**src/rtl/apb_pkg.sv**
```systemverilog
// Shared APB definitions for the APB requester and the APB RAM slave.
//   apb_state_e    : requester transfer phases (IDLE, SETUP, ACCESS, RESP)
//   APB_ADDR_W     : default address width
//   APB_DATA_W     : default data width
//   APB_RAM_DEPTH  : number of words in the APB RAM slave
package apb_pkg;

    typedef enum logic [1:0] {
        IDLE   = 2'd0,
        SETUP  = 2'd1,
        ACCESS = 2'd2,
        RESP   = 2'd3
    } apb_state_e;

    localparam int APB_ADDR_W    = 32;
    localparam int APB_DATA_W    = 32;
    localparam int APB_RAM_DEPTH = 64;

endpackage

```
**src/rtl/apb_timeout_counter.sv**
```systemverilog
// Saturating ACCESS-phase wait counter for the APB requester.
//   pclk    in  clock
//   preset  in  synchronous active-high reset
//   clr     in  clear the count (requester not in ACCESS)
//   en      in  count this cycle (ACCESS without pready)
//   expired out this counted cycle brings the count to TIMEOUT_CYCLES
// TIMEOUT_CYCLES = 0 disables expiry; the count then stays at zero.
module apb_timeout_counter #(
    parameter int TIMEOUT_CYCLES = 16
) (
    input  logic pclk,
    input  logic preset,
    input  logic clr,
    input  logic en,
    output logic expired
);

    localparam int CNT_W = (TIMEOUT_CYCLES > 0) ? $clog2(TIMEOUT_CYCLES + 1) : 1;
    localparam logic [CNT_W-1:0] LIMIT = CNT_W'(TIMEOUT_CYCLES);

    logic [CNT_W-1:0] cnt_r;

    // Count waiting cycles, saturating at LIMIT so the value never wraps.
    always_ff @(posedge pclk) begin
        if (preset) begin
            cnt_r <= {CNT_W{1'b0}};
        end else if (clr) begin
            cnt_r <= {CNT_W{1'b0}};
        end else if (en && (cnt_r != LIMIT)) begin
            cnt_r <= cnt_r + CNT_W'(1);
        end else begin
            cnt_r <= cnt_r;
        end
    end

    // Expiry is flagged in the cycle whose increment would reach LIMIT, so the
    // requester leaves ACCESS after exactly TIMEOUT_CYCLES waiting cycles.
    generate
        if (TIMEOUT_CYCLES == 0) begin : g_no_timeout
            assign expired = 1'b0;
        end else begin : g_timeout
            assign expired = en && (cnt_r >= (LIMIT - CNT_W'(1)));
        end
    endgenerate

endmodule

```
**src/rtl/apb_master_bridge.sv**
```systemverilog
// Single-outstanding APB requester: takes one valid/ready command, runs one
// APB SETUP/ACCESS transfer, and returns a valid/ready response.
//   pclk, preset                  clock, synchronous active-high reset
//   req_valid/req_ready           command handshake (ready only in IDLE)
//   req_write/req_addr/req_wdata  command fields
//   rsp_valid/rsp_ready           response handshake
//   rsp_rdata/rsp_slverr/rsp_timeout  response fields
//   psel/penable/pwrite/paddr/pwdata  APB request outputs (all registered)
//   prdata/pready/pslverr         APB completer inputs
module apb_master_bridge
    import apb_pkg::*;
#(
    parameter int ADDR_W         = APB_ADDR_W,
    parameter int DATA_W         = APB_DATA_W,
    parameter int TIMEOUT_CYCLES = 16
) (
    input  logic              pclk,
    input  logic              preset,
    input  logic              req_valid,
    output logic              req_ready,
    input  logic              req_write,
    input  logic [ADDR_W-1:0] req_addr,
    input  logic [DATA_W-1:0] req_wdata,
    output logic              rsp_valid,
    input  logic              rsp_ready,
    output logic [DATA_W-1:0] rsp_rdata,
    output logic              rsp_slverr,
    output logic              rsp_timeout,
    output logic              psel,
    output logic              penable,
    output logic              pwrite,
    output logic [ADDR_W-1:0] paddr,
    output logic [DATA_W-1:0] pwdata,
    input  logic [DATA_W-1:0] prdata,
    input  logic              pready,
    input  logic              pslverr
);

    apb_state_e        state_r;
    apb_state_e        state_nxt_s;
    logic              cap_req_s;
    logic [DATA_W-1:0] rdata_nxt_s;
    logic              slverr_nxt_s;
    logic              timeout_nxt_s;
    logic              cnt_clr_s;
    logic              cnt_en_s;
    logic              expired_s;

    assign req_ready = (state_r == IDLE);
    assign cnt_clr_s = (state_r != ACCESS);
    assign cnt_en_s  = (state_r == ACCESS) && !pready;

    apb_timeout_counter #(
        .TIMEOUT_CYCLES(TIMEOUT_CYCLES)
    ) u_timeout (
        .pclk   (pclk),
        .preset (preset),
        .clr    (cnt_clr_s),
        .en     (cnt_en_s),
        .expired(expired_s)
    );

    // Next-state and next-response decode; response fields hold by default.
    always_comb begin
        state_nxt_s   = state_r;
        cap_req_s     = 1'b0;
        rdata_nxt_s   = rsp_rdata;
        slverr_nxt_s  = rsp_slverr;
        timeout_nxt_s = rsp_timeout;
        case (state_r)
            IDLE: begin
                if (req_valid) begin
                    state_nxt_s = SETUP;
                    cap_req_s   = 1'b1;
                end else begin
                    state_nxt_s = IDLE;
                end
            end
            SETUP: begin
                state_nxt_s = ACCESS;
            end
            ACCESS: begin
                // pready takes priority over a timeout expiring in the same cycle.
                if (pready) begin
                    state_nxt_s   = RESP;
                    rdata_nxt_s   = pwrite ? {DATA_W{1'b0}} : prdata;
                    slverr_nxt_s  = pslverr;
                    timeout_nxt_s = 1'b0;
                end else if (expired_s) begin
                    state_nxt_s   = RESP;
                    rdata_nxt_s   = {DATA_W{1'b0}};
                    slverr_nxt_s  = 1'b1;
                    timeout_nxt_s = 1'b1;
                end else begin
                    state_nxt_s = ACCESS;
                end
            end
            RESP: begin
                if (rsp_ready) begin
                    state_nxt_s = IDLE;
                end else begin
                    state_nxt_s = RESP;
                end
            end
            default: begin
                state_nxt_s = IDLE;
            end
        endcase
    end

    // State register plus registered APB and response outputs, decoded from the
    // next state so each output changes on the same edge as the state.
    always_ff @(posedge pclk) begin
        if (preset) begin
            state_r     <= IDLE;
            psel        <= 1'b0;
            penable     <= 1'b0;
            pwrite      <= 1'b0;
            paddr       <= {ADDR_W{1'b0}};
            pwdata      <= {DATA_W{1'b0}};
            rsp_valid   <= 1'b0;
            rsp_rdata   <= {DATA_W{1'b0}};
            rsp_slverr  <= 1'b0;
            rsp_timeout <= 1'b0;
        end else begin
            state_r     <= state_nxt_s;
            psel        <= (state_nxt_s == SETUP) || (state_nxt_s == ACCESS);
            penable     <= (state_nxt_s == ACCESS);
            rsp_valid   <= (state_nxt_s == RESP);
            rsp_rdata   <= rdata_nxt_s;
            rsp_slverr  <= slverr_nxt_s;
            rsp_timeout <= timeout_nxt_s;
            if (cap_req_s) begin
                pwrite <= req_write;
                paddr  <= req_addr;
                pwdata <= req_wdata;
            end else begin
                pwrite <= pwrite;
                paddr  <= paddr;
                pwdata <= pwdata;
            end
        end
    end

endmodule

```
**config.mk**
```make
export PLATFORM = sky130hd
export DESIGN_NAME = apb_master_bridge
export DESIGN_NICKNAME = d
export VERILOG_FILES = /design/src/rtl/apb_pkg.sv /design/src/rtl/apb_timeout_counter.sv /design/src/rtl/apb_master_bridge.sv
export SDC_FILE = /design/constraint.sdc
export NUM_CORES = 1
export LEC_CHECK = 0
export CORE_ASPECT_RATIO = 1.5
export CORE_MARGIN = 5
export CORE_UTILIZATION = 36
export CTS_CLUSTER_SIZE = 28
export DETAILED_ROUTE_END_ITERATION = 10
export PLACE_DENSITY = 0.79
export SLEW_MARGIN = 20
export SYNTH_ARGS = -nofsm -noshare
export SYNTH_HDL_FRONTEND = slang
export SYNTH_HIERARCHICAL = 1
export SYNTH_SLANG_ARGS = --single-unit
```
**constraint.sdc**
```tcl
create_clock -name pclk -period 2.3 [get_ports pclk]
set_input_delay 0.23 -clock pclk [delete_from_list [all_inputs] [get_ports pclk]]
set_output_delay 0.23 -clock pclk [all_outputs]
set_load 0.05 [all_outputs]
```
# == Word level (Yosys, flattened, before mapping) ==
# Index checks and enable logic that the tools add are counted.
# Widths: inputs -> output; s select.
# word_totals
ff_bits,109
input_bits,103
output_inout_bits,103
elab_cells,43
# classes
addsub,1
order_cmp,1
n_eq_ne,8
n_mux,13
reduce_logical,9
# ops
cell,n
$mux 32,3
$eq 2x2->1 const B,4
$mux 1,8
$pmux 2 s4,1
$add 5x1->5 const B,1
$ge 5x4->1 const B,1
$ne 5x5->1 const B,1
$eq 2x1->1 const B,2
$logic_and 1x1->1,3
$logic_not 2->1,1
$mux 2,1
$ne 2x2->1 const B,1
$reduce_and 2->1,1
$reduce_bool 2->1,1
$reduce_or 2->1,1
$logic_not 1->1,1
$logic_or 1x1->1,1

# == Logic depth before layout (Yosys ltp) ==
# Gate-level depths: netlist of the first run.
# logic_depth
ltp_word,8
ltp_mapped,11
ltp_nobuf,10

# == By module ==
# The synthesis of the first run kept the hierarchy.
# by_module_without_submodules
mod,n_inst,cells_per_inst,area_per_inst_um2,seq_area_each_um2
apb_master_bridge,1,462,3886.2,2082.0
apb_timeout_counter,1,33,311.5,100.1

# == Worst setup path before layout of the first run ==
# Ideal clock, no wire load.
# synth_path
path_kind,flip-flop to flip-flop
start,register state_r[1]
end,register psel
setup_time_ns,0.126
t_arrival_ns,2.283
required_ns,2.174
slack_ns,-0.110
stages_incl_launch_ff,11
n_path_buf,2
period_less_slack_ns,2.410
cell_sequence,dfxtp_1 -> nor2b_1 -> buf_4 -> buf_2 -> inv_1 -> nor2_1 -> a21boi_0 -> nor3b_1 -> o32a_1 -> ha_1 -> nor2_1
# synth_between
elab_chain_cells,8
elab_cells_between_ends,12
classes_between,5 x eq/ne; 3 x mux; 4 x reduce/logical
# synth_rtl
item,line,rtl
start: declaration,apb_master_bridge.sv:39,apb_state_e state_r;
start signal: assignment,apb_master_bridge.sv:126,state_r <= state_nxt_s;
$eq 2x2->1 (*),apb_master_bridge.sv:51,assign cnt_en_s = (state_r == ACCESS) && !pready;
$logic_and 1x1->1 (*),apb_master_bridge.sv:51,
named net cnt_en_s,apb_master_bridge.sv:46,logic cnt_en_s;
$logic_and 1x1->1 (*),apb_timeout_counter.sv:42,assign expired = en && (cnt_r >= (LIMIT - CNT_W'(1)));
named net expired_s,apb_master_bridge.sv:47,logic expired_s;
$mux 1 (*),apb_master_bridge.sv:89,end else if (expired_s) begin
$mux 1 (*),apb_master_bridge.sv:84,if (pready) begin
$pmux 2 s4 (*),apb_master_bridge.sv:70,case (state_r)
$eq 2x1->1 / $eq 2x2->1 (equally long branches),apb_master_bridge.sv:127,psel <= (state_nxt_s == SETUP) || (state_nxt_s == ACCESS);
$logic_or 1x1->1 (*),apb_master_bridge.sv:127,
end signal: assignment,apb_master_bridge.sv:127,
end: declaration,apb_master_bridge.sv:29,"output logic psel,"
# Mark *: on every way through the listed nets, which the timed path passes. The rest lies on a longest branch.
# A chain may end at the register's enable or synchronous reset.

# == Final worst setup path of the first run ==
# layout_path
start,register u_timeout.cnt_r[0]
end,register rsp_valid
# layout_between
elab_chain_cells,6
# layout_rtl
item,line,rtl
start: declaration,apb_timeout_counter.sv:21,logic [CNT_W-1:0] cnt_r;
start signal: assignment,apb_timeout_counter.sv:26,cnt_r <= {CNT_W{1'b0}};
start signal: assignment,apb_timeout_counter.sv:28,cnt_r <= {CNT_W{1'b0}};
start signal: assignment,apb_timeout_counter.sv:30,cnt_r <= cnt_r + CNT_W'(1);
$ge 5x4->1,apb_timeout_counter.sv:42,
$logic_and 1x1->1,apb_timeout_counter.sv:42,
named net expired_s,apb_master_bridge.sv:47,
$mux 1,apb_master_bridge.sv:89,
$mux 1,apb_master_bridge.sv:84,
$pmux 2 s4,apb_master_bridge.sv:70,
named net state_nxt_s[0],apb_master_bridge.sv:40,apb_state_e state_nxt_s;
$eq 2x2->1,apb_master_bridge.sv:129,rsp_valid <= (state_nxt_s == RESP);
end signal: assignment,apb_master_bridge.sv:129,
end: declaration,apb_master_bridge.sv:24,"output logic rsp_valid,"
# The timed path passes the listed nets, and every way through them passes these cells.

==> results.yml, run 1 <==
status:
  outcome: "finished clean"
critical_path:
  cp_cell_sequence: "ha_1 -> and3_2 -> ha_1 -> nor2_1 -> a21boi_1 -> nor3b_1 -> o32a_1 -> inv_1 -> ha_1 -> nor2b_1"
  worstReg2RegEnd: "rsp_valid"
  cpPeakStageDelay_ns: 0.35
  reg2reg_setup_slack_ns: 0.23
  critPathLaunchType: "flip-flop"
  crit_top_cell: "ha_1"
  cp_slowest_cell: "dfxtp_1"
  path_class: "reg -> reg"
  critPathMaxFanout: 5
  reg2reg_depth: 10
  worstSetupEndpointType: "flip-flop"
  arrival_ns: 2.26
  cp.required_ns: 2.49
  r2r_start: "u_timeout/cnt_r[0]"
power:
  p_per_area_mw_per_mm2: 697
  power_leakage_nw: 2.35
  p_total_mw: 4.59
  peakVddDrop_uv: 436
synthesis:
  syn_inst: 495
  synth_top_area_share_pct: 52.0
  synth_area_mm2: 0.00420
  ys_types: 37
  synth_largest_area_cell: "dfxtp_1"
  ys_seq_elements: 109
  syn_area_per_cell_um2: 8.48
  synth_seq_area_share_pct: 52.0
  yosysWarnings: 6
  synth_fp_nets: 603
  synth_area_leaders: "dfxtp_1, nand2_1, a21oi_1"
sta:
  final.setup.tns_ns: 0
  skew_ns: 0.00807
  rsz0062_at_grt: "false"
  post-route-min-period_ns: 2.07
  tightestPinTransition_ns: 0.694
  hold_violations: 0
  finalMaxSlewViolations: 0
  min_period_over_period_pct: 90.0
  slew_headroom_pct: 53.8
  fmax_mhz: 483
  setup_viol: 0
drt:
  highest_layer: "met4"
  wl_um: 12300
  drtIter0Drc: 73
  wl_per_cell_um: 14.7
  drt-met1-wl_um: 4680
  avgViaCountPerCell: 4.83
  dr_total_vias: 4051
  met3_wirelength_um: 1190
  drc: 0
  ant_nets: 0
  routed-wl-met2_um: 6240
  drt_first_pass_iters: 4
layout:
  diodes: 0
  fin_area_mm2: 0.00659
  final_common_cell: "clkdlybuf4s50_1"
  nets: 791
  syn_to_final_growth_pct: 57.0
  instances_no_fill: 838
  layout_common_cells: "clkdlybuf4s50_1, nand2_1, dfxtp_1, a21oi_1, nand4_1"
  final_util_pct: 57.5
  drive_gt1_share_pct: 5.38
floorplanning:
  die_y_um: 142
  fp-row-count: 48
  dieArea_mm2: 0.0140
  core_region_area_mm2: 0.0115
  pin_count: 206
  die_width_um: 98.2
  initial_core_util_pct: 36.6
clock_tree:
  cts_sinks: 109
  h-tree-depth: 3
  cts_tree: "built"
  clk_root_buffer_cell: "clkbuf_16"
  cts_buffer_depth: 2
  worstSkewPairLatency_ns: 0.33
  clkTransAtPathRegs_ns: 0.07
  numCtsBuffers: 9
run:
  drv_cap: 0
placed_design:
  portBuffers: 205
  place_area_mm2: 0.00630
  dp.cells: 821
  hpwl_um: 9190
  gp_congestion: 0.798
global_route:
  overflow: 0
  grt_max_degree: 74
  antenna_found_initial: 0
  first_global_vias: 4144
  grt_first_pass_wirelength_um: 19700
  grt_use_total_pct: 17.1
hold_path:
  hp-class: "in -> reg"
  hp-start: "preset"
  whs_path_depth: 2
  holdPathEnd: "state_r[0]"
-- metrics by stage --
step	setup slack [ns]	hold WS, ns
floorplan	0.0244	0.301
global placement	0.283	0.441
detailed placement	0.222	0.448
CTS	0.210	0.417
global route	0.0167	0.434
finish	0.230	0.428
-- power by group --
part | total (mW) | internal [mW] | switching, mW
Clock | 1.43 | 0.771 | 0.659
Combinational | 1.11 | 0.436 | 0.675
Sequential | 2.05 | 1.99 | 0.0585
-- worst max-delay path, delay by kind of cell (launching register included) --
kind | cells | cell delay [ns]
and+or+nand+nor | 4 | 0.63
adders and majority gates | 3 | 0.58
buffers and inverters | 1 | 0.06
DFF | 1 | 0.35
AOI/OAI and AO/OA | 2 | 0.32
-- layout make-up --
class / instances / area, µm²
Inverter: 6 / 22.5
Clock buffer: 12 / 246
Fill cell: 1009 / 4880
Timing Repair Buffer: 216 / 2160
Sequential cell: 109 / 2180
Multi-Input combinational cell: 341 / 1760
Tap cell: 150 / 188
Clock inverter: 4 / 33.8
-- how the worst max path moves through the flow --
stage / slack (ns) / endpoint / depth (start not counted) / from
floorplan: 0.02 / psel / 10 / state_r[1]
global placement: 0.28 / rsp_valid / 10 / u_timeout/cnt_r[0]
global route: 0.02 / rsp_valid / 10 / u_timeout/cnt_r[0]
finish: 0.23 / rsp_valid / 10 / u_timeout/cnt_r[0]
detailed placement: 0.22 / rsp_valid / 10 / u_timeout/cnt_r[0]
CTS: 0.21 / psel / 9 / u_timeout/cnt_r[0]
-- state kept, by name, summed over array words and instances, names as in the netlist --
| name | count |
|---|---|
| rsp_timeout | 1 |
| pwdata | 32 |
| paddr | 32 |
| rsp_rdata | 32 |
| state_r | 2 |
| u_timeout/cnt_r | 5 |
| rsp_slverr | 1 |
| psel | 1 |
| rsp_valid | 1 |
| penable | 1 |
| pwrite | 1 |
-- Yosys cell counts --
master / instances
ha_1: 5
buf_1: 5
a21oi_1: 67
nand2b_1: 32
or3b_1: 1
a311oi_1: 1
a21boi_0: 1
nor3_1: 1
nor2_4: 1
and3_1: 1
inv_1: 6
nand2_1: 136
nor2_1: 7
nand3b_1: 1
buf_6: 9
or2_1: 1
nor3b_1: 2
nand3_1: 1
a211oi_1: 1
nor3b_2: 1
nand4bb_4: 1
clkbuf_1: 8
nor3_2: 1
mux2i_1: 2
nand2_2: 1
nor2b_1: 3
buf_4: 6
buf_2: 11
o32a_1: 1
o21ai_0: 3
xor2_1: 1
and2_4: 1
nand4_1: 34
a31oi_1: 1
and3_2: 1
dfxtp_1: 109
o21ai_1: 31
-- what timing repair did --
item | 4_1_cts | 5_1_grt
gates resized for setup | 0 | 1
setup endpoints to repair | 0 | 2
buffers inserted | 0 | 1
hold buffers | 0 | 0
-- routing by layer --
layer	up-vias	GRT usage [%]
met5	-	0
met4	0	5.18
li1	2026	-
met3	15	7.01
met2	150	30.8
met1	1860	18.4
-- kinds of logic after synthesis --
logic type | Yosys count | share of synthesized area (%)
buffers and inverters | 45 | 6.50
flip-flops | 109 | 52.0
adder cells (fa/ha/maj) | 5 | 1.49
AO/OA/AOI/OAI | 106 | 13.0
XOR/XNOR | 1 | 0.209
AND/OR/NAND/NOR | 227 | 26.3
multiplexers | 2 | 0.477
No activity file was read; power rests on OpenSTA's default activity.
==> run 2, diff against run 1 <==
--- a/config.mk
+++ b/config.mk
@@ -5,11 +5,13 @@
 export SDC_FILE = /design/constraint.sdc
 export NUM_CORES = 1
 export LEC_CHECK = 0
+export ABC_AREA = 1
 export CORE_ASPECT_RATIO = 1.5
 export CORE_MARGIN = 5
-export CORE_UTILIZATION = 36
+export CORE_UTILIZATION = 37
 export CTS_CLUSTER_SIZE = 28
 export DETAILED_ROUTE_END_ITERATION = 10
+export GPL_TIMING_DRIVEN = 0
 export PLACE_DENSITY = 0.79
 export SLEW_MARGIN = 20
 export SYNTH_ARGS = -nofsm -noshare
==> run 2 against run 1 <==
Via count rose by 7.4%. Sequential power grew 4%. Global-route usage fell by 0.73 points. Combinational power grew 41%. Wire length down 0.11%. Largest cell class is now buffers. Sequential cell count is the same. Clock power grew 14%. Synthesized area up 6.3%. Synthesized cell count increased by 31%. Largest power group unchanged.
==> results.yml, run 2 <==
synthesis:
  ys_types: 19
  synth_seq_area_share_pct: 48.9
  synth_xor_area_share_pct: 0.196
  synth_ff_type: "dfxtp_1"
  syn_area_per_cell_um2: 6.89
  synth_commonest_cells: "nor2_1, dfxtp_1, inv_1, nand2_1, o21ai_0"
  synth_top_family_by_area: "simple AND/OR/NAND/NOR gates"
  synth_area_leaders: "dfxtp_1, nor2_1, inv_1"
  async_flop_share_pct: 0
  syn_inst: 648
  yosysWarnings: 6
  synth_largest_area_cell: "dfxtp_1"
  synth_area_mm2: 0.00446
  ys_seq_elements: 109
  synthSimpleGateAreaFrac_pct: 29.5
  synthAdderAreaFrac_pct: 1.40
  synth_fp_nets: 756
  synth_compound_area_share_pct: 7.74
  synth_mux_area_share_pct: 0
  yosysMostFrequentCell: "nor2_1"
  synth_edf_count: 0
  synth_top_area_share_pct: 48.9
floorplanning:
  pin_count: 206
  die_width_um: 99.7
  dieArea_mm2: 0.0144
  initial_core_util_pct: 37.5
  die_y_um: 145
  fp-row-count: 49
  core_region_area_mm2: 0.0119
placed_design:
  dp.cells: 1006
  place_area_mm2: 0.00671
  pre_cts_ws_ns: 0.218
  hpwl_um: 9660
  portBuffers: 205
  gp_congestion: 0.798
layout:
  fin_area_mm2: 0.00702
  layout_common_cells: "nor2_1, clkdlybuf4s50_1, dfxtp_1, inv_1, nand2_1"
  final_common_cell: "nor2_1"
  top_regs: "paddr (32), pwdata (32), rsp_rdata (32)"
  diodes: 0
  syn_to_final_growth_pct: 57.4
  instances_no_fill: 1022
  drive_gt1_share_pct: 5.52
  seqCellArea_mm2: 0.00218
  final_util_pct: 59.0
  nFillCells: 1147
  multi_input_area_mm2: 0.00173
  nets: 972
clock_tree:
  h-tree-depth: 3
  cts_buffer_depth: 2
  cts_resized: 0
  post_cts_buffers: 0
  numCtsBuffers: 9
  worstSkewPairLatency_ns: 0.34
  clkTransAtPathRegs_ns: 0.07
  cts_hold_buf: 0
  clk_root_buffer_cell: "clkbuf_16"
  cts_tree: "built"
  cts_sinks: 109
critical_path:
  path_buf_inv: 1
  cpPeakStageDelay_ns: 0.84
  arrival_ns: 1.72
  critPathLaunchType: "flip-flop"
  critPathMaxFanout: 6
  cp_slowest_cell: "clkdlybuf4s50_1"
  worstSetupEndpointType: "output pin"
  path_class: "reg -> out"
  cp.required_ns: 2.07
  cp_cell_sequence: "nor2_2 -> clkdlybuf4s50_1"
  cp_top_family: "buffers and inverters"
global_route:
  grt_max_degree: 20
  first_global_vias: 4011
  grt_util_met2_pct: 29.5
  grt_util_met1_pct: 17.8
  grt_use_met3_pct: 4.54
  overflow: 0
  grt_first_pass_wirelength_um: 19000
  antenna_found_initial: 0
  grt_use_total_pct: 16.4
  busiest_layer: "met2"
sta:
  rsz0062_at_grt: "false"
  skew_ns: 0.00774
  setup_viol: 0
  fmax_mhz: 512
  min_period_over_period_pct: 84.9
  post-route-min-period_ns: 1.95
  hold_slack_ns: 0.474
  slew_headroom_pct: 63.7
  final.setup.tns_ns: 0
  finalMaxSlewViolations: 0
  timing.final.ws_setup_ns: 0.346
  hold_violations: 0
  tightestPinTransition_ns: 0.543
drt:
  avgViaCountPerCell: 4.26
  ant_nets: 0
  drc: 0
  wl_per_cell_um: 12.0
  dr_total_vias: 4352
  drt_first_pass_iters: 4
  wl_um: 12300
  drtIter0Drc: 111
power:
  peakVddDrop_uv: 461
  p_total_mw: 5.32
  power_leakage_nw: 3.15
  p_per_area_mw_per_mm2: 758
run:
  drv_cap: 0
hold_path:
  hp-class: "in -> reg"
status:
  outcome: "finished clean"
-- run 2: cell types whose count changed in the layout (fill, tap and decap cells not counted), sizes merged, moves of 2 or more --
cell and delta:
nor2b -3, nand2b -32, nand2 -52, nand3 +7
clkbuf +11, inv +83, clkinv -2, nor3b -3
a21oi -64, o21ai +32, mux2i -2, nand4 -34
buf +10, nor2 +240
-- run 2: path summary, 6_finish.rpt --
| path | start | endpoint | slack (ns) | depth (start not counted) |
|---|---|---|---|---|
| worst max-delay path | state_r[0] | req_ready | 0.35 | 2 |
| worst min-delay path | pslverr | rsp_slverr | 0.47 | 3 |
| worst max register to register | u_timeout/cnt_r[1] | rsp_rdata[22] | 0.39 | 13 |
| worst min register to register | pwdata[28] | pwdata[28] | 0.48 | 2 |
-- run 2: area by class of cell --
cell class	count	area share [%]
clock inverters	6	1.10
well taps	153	2.73
inverters	86	4.60
repair buffers	205	29.2
plain buffers	35	3.19
flip-flops and latches	109	31.1
clock buffers	10	3.40
multi-input cells	418	24.7
-- run 2: kinds of logic after synthesis --
family	after synthesis
fa+ha+maj	5
xor+xnor	1
buf+inv	121
compound gates	69
flops	109
simple gates	343
-- run 2: routing by layer --
| metal | share of wire (%) | vias to the layer above |
|---|---|---|
| met5 | 0 | - |
| met4 | 2.0 | 0 |
| met3 | 7.3 | 18 |
| met2 | 51 | 149 |
| met1 | 39 | 1840 |
| li1 | - | 2345 |
-- run 2: worst reg2reg max path, stage by stage, from the launching register on --
cell and delay, ns:
dfxtp_1 0.40, ha_1 0.19, nand2_1 0.05, nor2_1 0.11
ha_1 0.15, nor3_1 0.04, nor2_1 0.14, inv_1 0.06
nand2_1 0.06, nand2_1 0.07, buf_6 0.15, buf_2 0.18
nor2_1 0.14, nor2_1 0.07
-- run 2: where the power goes --
group | leakage (nW) | total (mW) | switching [mW] | internal, mW
registers | 0.896 | 2.13 | 0.0838 | 2.05
clock network | 0.153 | 1.63 | 0.734 | 0.896
logic | 2.10 | 1.56 | 0.968 | 0.591
total | 3.15 | 5.32 | 1.79 | 3.54
==> run 3, diff against run 2 <==
--- a/config.mk
+++ b/config.mk
@@ -8,11 +8,11 @@
 export ABC_AREA = 1
 export CORE_ASPECT_RATIO = 1.5
 export CORE_MARGIN = 5
-export CORE_UTILIZATION = 37
+export CORE_UTILIZATION = 41
 export CTS_CLUSTER_SIZE = 28
 export DETAILED_ROUTE_END_ITERATION = 10
 export GPL_TIMING_DRIVEN = 0
-export PLACE_DENSITY = 0.79
+export PLACE_DENSITY = 0.83
 export SLEW_MARGIN = 20
 export SYNTH_ARGS = -nofsm -noshare
 export SYNTH_HDL_FRONTEND = slang
==> constraint.sdc (replaced) <==
create_clock -name pclk -period 1.9 [get_ports pclk]
set_input_delay 0.19 -clock pclk [delete_from_list [all_inputs] [get_ports pclk]]
set_output_delay 0.19 -clock pclk [all_outputs]
set_load 0.05 [all_outputs]
==> run 3 against run 2 <==
Worst setup slack got worse by 0.30 ns. Sequential power is 21% higher. Sequential share of layout area shrank 0.78 points. Critical path depth grew 11. Core utilization up 8.9 points. Register-to-register slack worse by 0.35 ns. Die area is 9.0% lower. Final area rose by 3.0%. Combinational power rose by 24%. Clock skew fell by 0.0013 ns. Critical path type is now reg -> reg. Largest cell class unchanged. Largest power group unchanged.
==> results.yml, run 3 (synthesis results as in run 2) <==
drt:
  drt_first_pass_iters: 4
  wl_um: 12900
  drc: 0
  dr_total_vias: 4444
  avgViaCountPerCell: 4.36
  wl_per_cell_um: 12.7
  drtIter0Drc: 114
  ant_nets: 0
critical_path:
  cpPeakStageDelay_ns: 0.38
  cp_slowest_cell: "dfxtp_4"
  r2r_start: "u_timeout/cnt_r[1]"
  cp_cell_sequence: "ha_4 -> nand2_2 -> nor2_2 -> ha_2 -> nor3_2 -> nor2_1 -> inv_1 -> nand2_2 -> nand2_2 -> buf_8 -> buf_6 -> nor2_1 -> nor2_2"
  worstSetupEndpointType: "flip-flop"
  path_class: "reg -> reg"
  critPathMaxFanout: 10
  path_buf_inv: 3
  critPathLaunchType: "flip-flop"
  crit_top_cell: "nand2_2"
  arrival_ns: 2.09
  cp_top_family: "simple AND/OR/NAND/NOR gates"
  worstSetupStartpoint: "u_timeout/cnt_r[1]"
  cp.required_ns: 2.14
global_route:
  overflow: 0
  first_global_vias: 4118
  grt_first_pass_wirelength_um: 19300
  grt_max_degree: 19
  grt_use_total_pct: 19.0
  antenna_found_initial: 0
sta:
  setup_viol: 0
  skew_ns: 0.00647
  fmax_mhz: 539
  finalMaxSlewViolations: 0
  min_period_over_period_pct: 97.7
  post-route-min-period_ns: 1.86
  tightestPinTransition_ns: 0.558
  hold_violations: 0
  rsz0062_at_grt: "true"
  final.setup.tns_ns: 0
  timing.final.ws_setup_ns: 0.0443
  slew_headroom_pct: 62.7
floorplanning:
  core_region_area_mm2: 0.0106
  die_width_um: 95.2
  initial_core_util_pct: 41.9
  dieArea_mm2: 0.0131
  die_y_um: 138
  pin_count: 206
  fp-row-count: 46
status:
  outcome: "finished clean"
layout:
  nets: 978
  syn_to_final_growth_pct: 62.2
  nFillCells: 882
  fin_area_mm2: 0.00724
  drive_gt1_share_pct: 9.83
  final_common_cell: "nor2_1"
  seqCellArea_mm2: 0.00219
  multi_input_area_mm2: 0.00182
  final_util_pct: 68.0
  layout_common_cells: "nor2_1, clkdlybuf4s50_1, dfxtp_1, inv_1, nand2_1"
  top_regs: "paddr (32), pwdata (32), rsp_rdata (32)"
  diodes: 0
placed_design:
  portBuffers: 205
  place_area_mm2: 0.00670
  pre_cts_ws_ns: -0.149
  hpwl_um: 9710
  gp_congestion: 0.761
clock_tree:
  clkTransAtPathRegs_ns: 0.07
  cts_hold_buf: 0
  h-tree-depth: 3
  worstSkewPairLatency_ns: 0.35
  cts_sinks: 109
  numCtsBuffers: 9
  cts_tree: "built"
  cts_buffer_depth: 2
  clk_root_buffer_cell: "clkbuf_16"
power:
  power_leakage_nw: 3.21
  peakVddDrop_uv: 580
  p_per_area_mw_per_mm2: 917
hold_path:
  hp-start: "pslverr"
  hp-class: "in -> reg"
run:
  drv_cap: 0
-- run 3: cell count changes in the layout (fill, tap and decap cells not counted), moves of 3 or more --
cell,previous run,this run
nor2_1,244,228
nor2_2,4,20
nand2_1,83,74
nand2_2,2,11
buf_8,0,4
dfxtp_1,109,105
buf_4,1,4
-- run 3: tightest hold or removal path: cells and delay by family --
kind / cells / cell delay, ns
buffers and inverters: 1 / 0.40
and+or+nand+nor: 2 / 0.15
-- run 3: what timing repair did --
item                       4_1_cts  5_1_grt
buffers inserted                 0        3
setup endpoints to repair       18       36
pin swaps                        0       12
resized for setup                4       44
gates cloned                     0        3
-- run 3: layer usage --
layer	routed length, µm	global-route usage, %	vias up
li1	-	-	2368
met1	4730	19.3	1912
met2	6760	34.1	141
met3	1100	7.49	23
met4	315	7.87	0
met5	0	0	-
-- run 3: area by class of cell --
class	instances	share of cell area, %
flip-flops and latches	109	30.3
repair buffers	211	29.4
multi-input cells	418	25.1
inverters	86	4.46
plain buffers	35	3.56
clock buffers	11	3.49
well taps	144	2.49
clock inverters	5	1.19
-- run 3: where the power goes --
group	total [mW]	internal [mW]	switching (mW)	leakage [nW]
Combinational	1.94	0.738	1.20	2.15
Clock	2.12	1.24	0.873	0.167
Sequential	2.58	2.48	0.0990	0.899
-- run 3: worst paths after layout --
kind                                       to  cells after the start  slack (ns)
worst min-delay path               rsp_slverr                      3        0.42
worst max register to register  rsp_rdata[26]                     13        0.04
worst min register to register    rsp_timeout                      2        0.48
worst max-delay path            rsp_rdata[26]                     13        0.04
-- run 3: stage by stage --
stage / cells / hold WS (ns) / power [mW]
final: 1019 / 0.425 / 6.64
after global routing: 1019 / 0.414 / 6.92
after CTS: 1013 / 0.417 / 6.65
after detailed placement: 997 / 0.465 / 4.55
after global placement: 997 / 0.452 / 4.52
after floorplan: 648 / 0.257 / 3.81
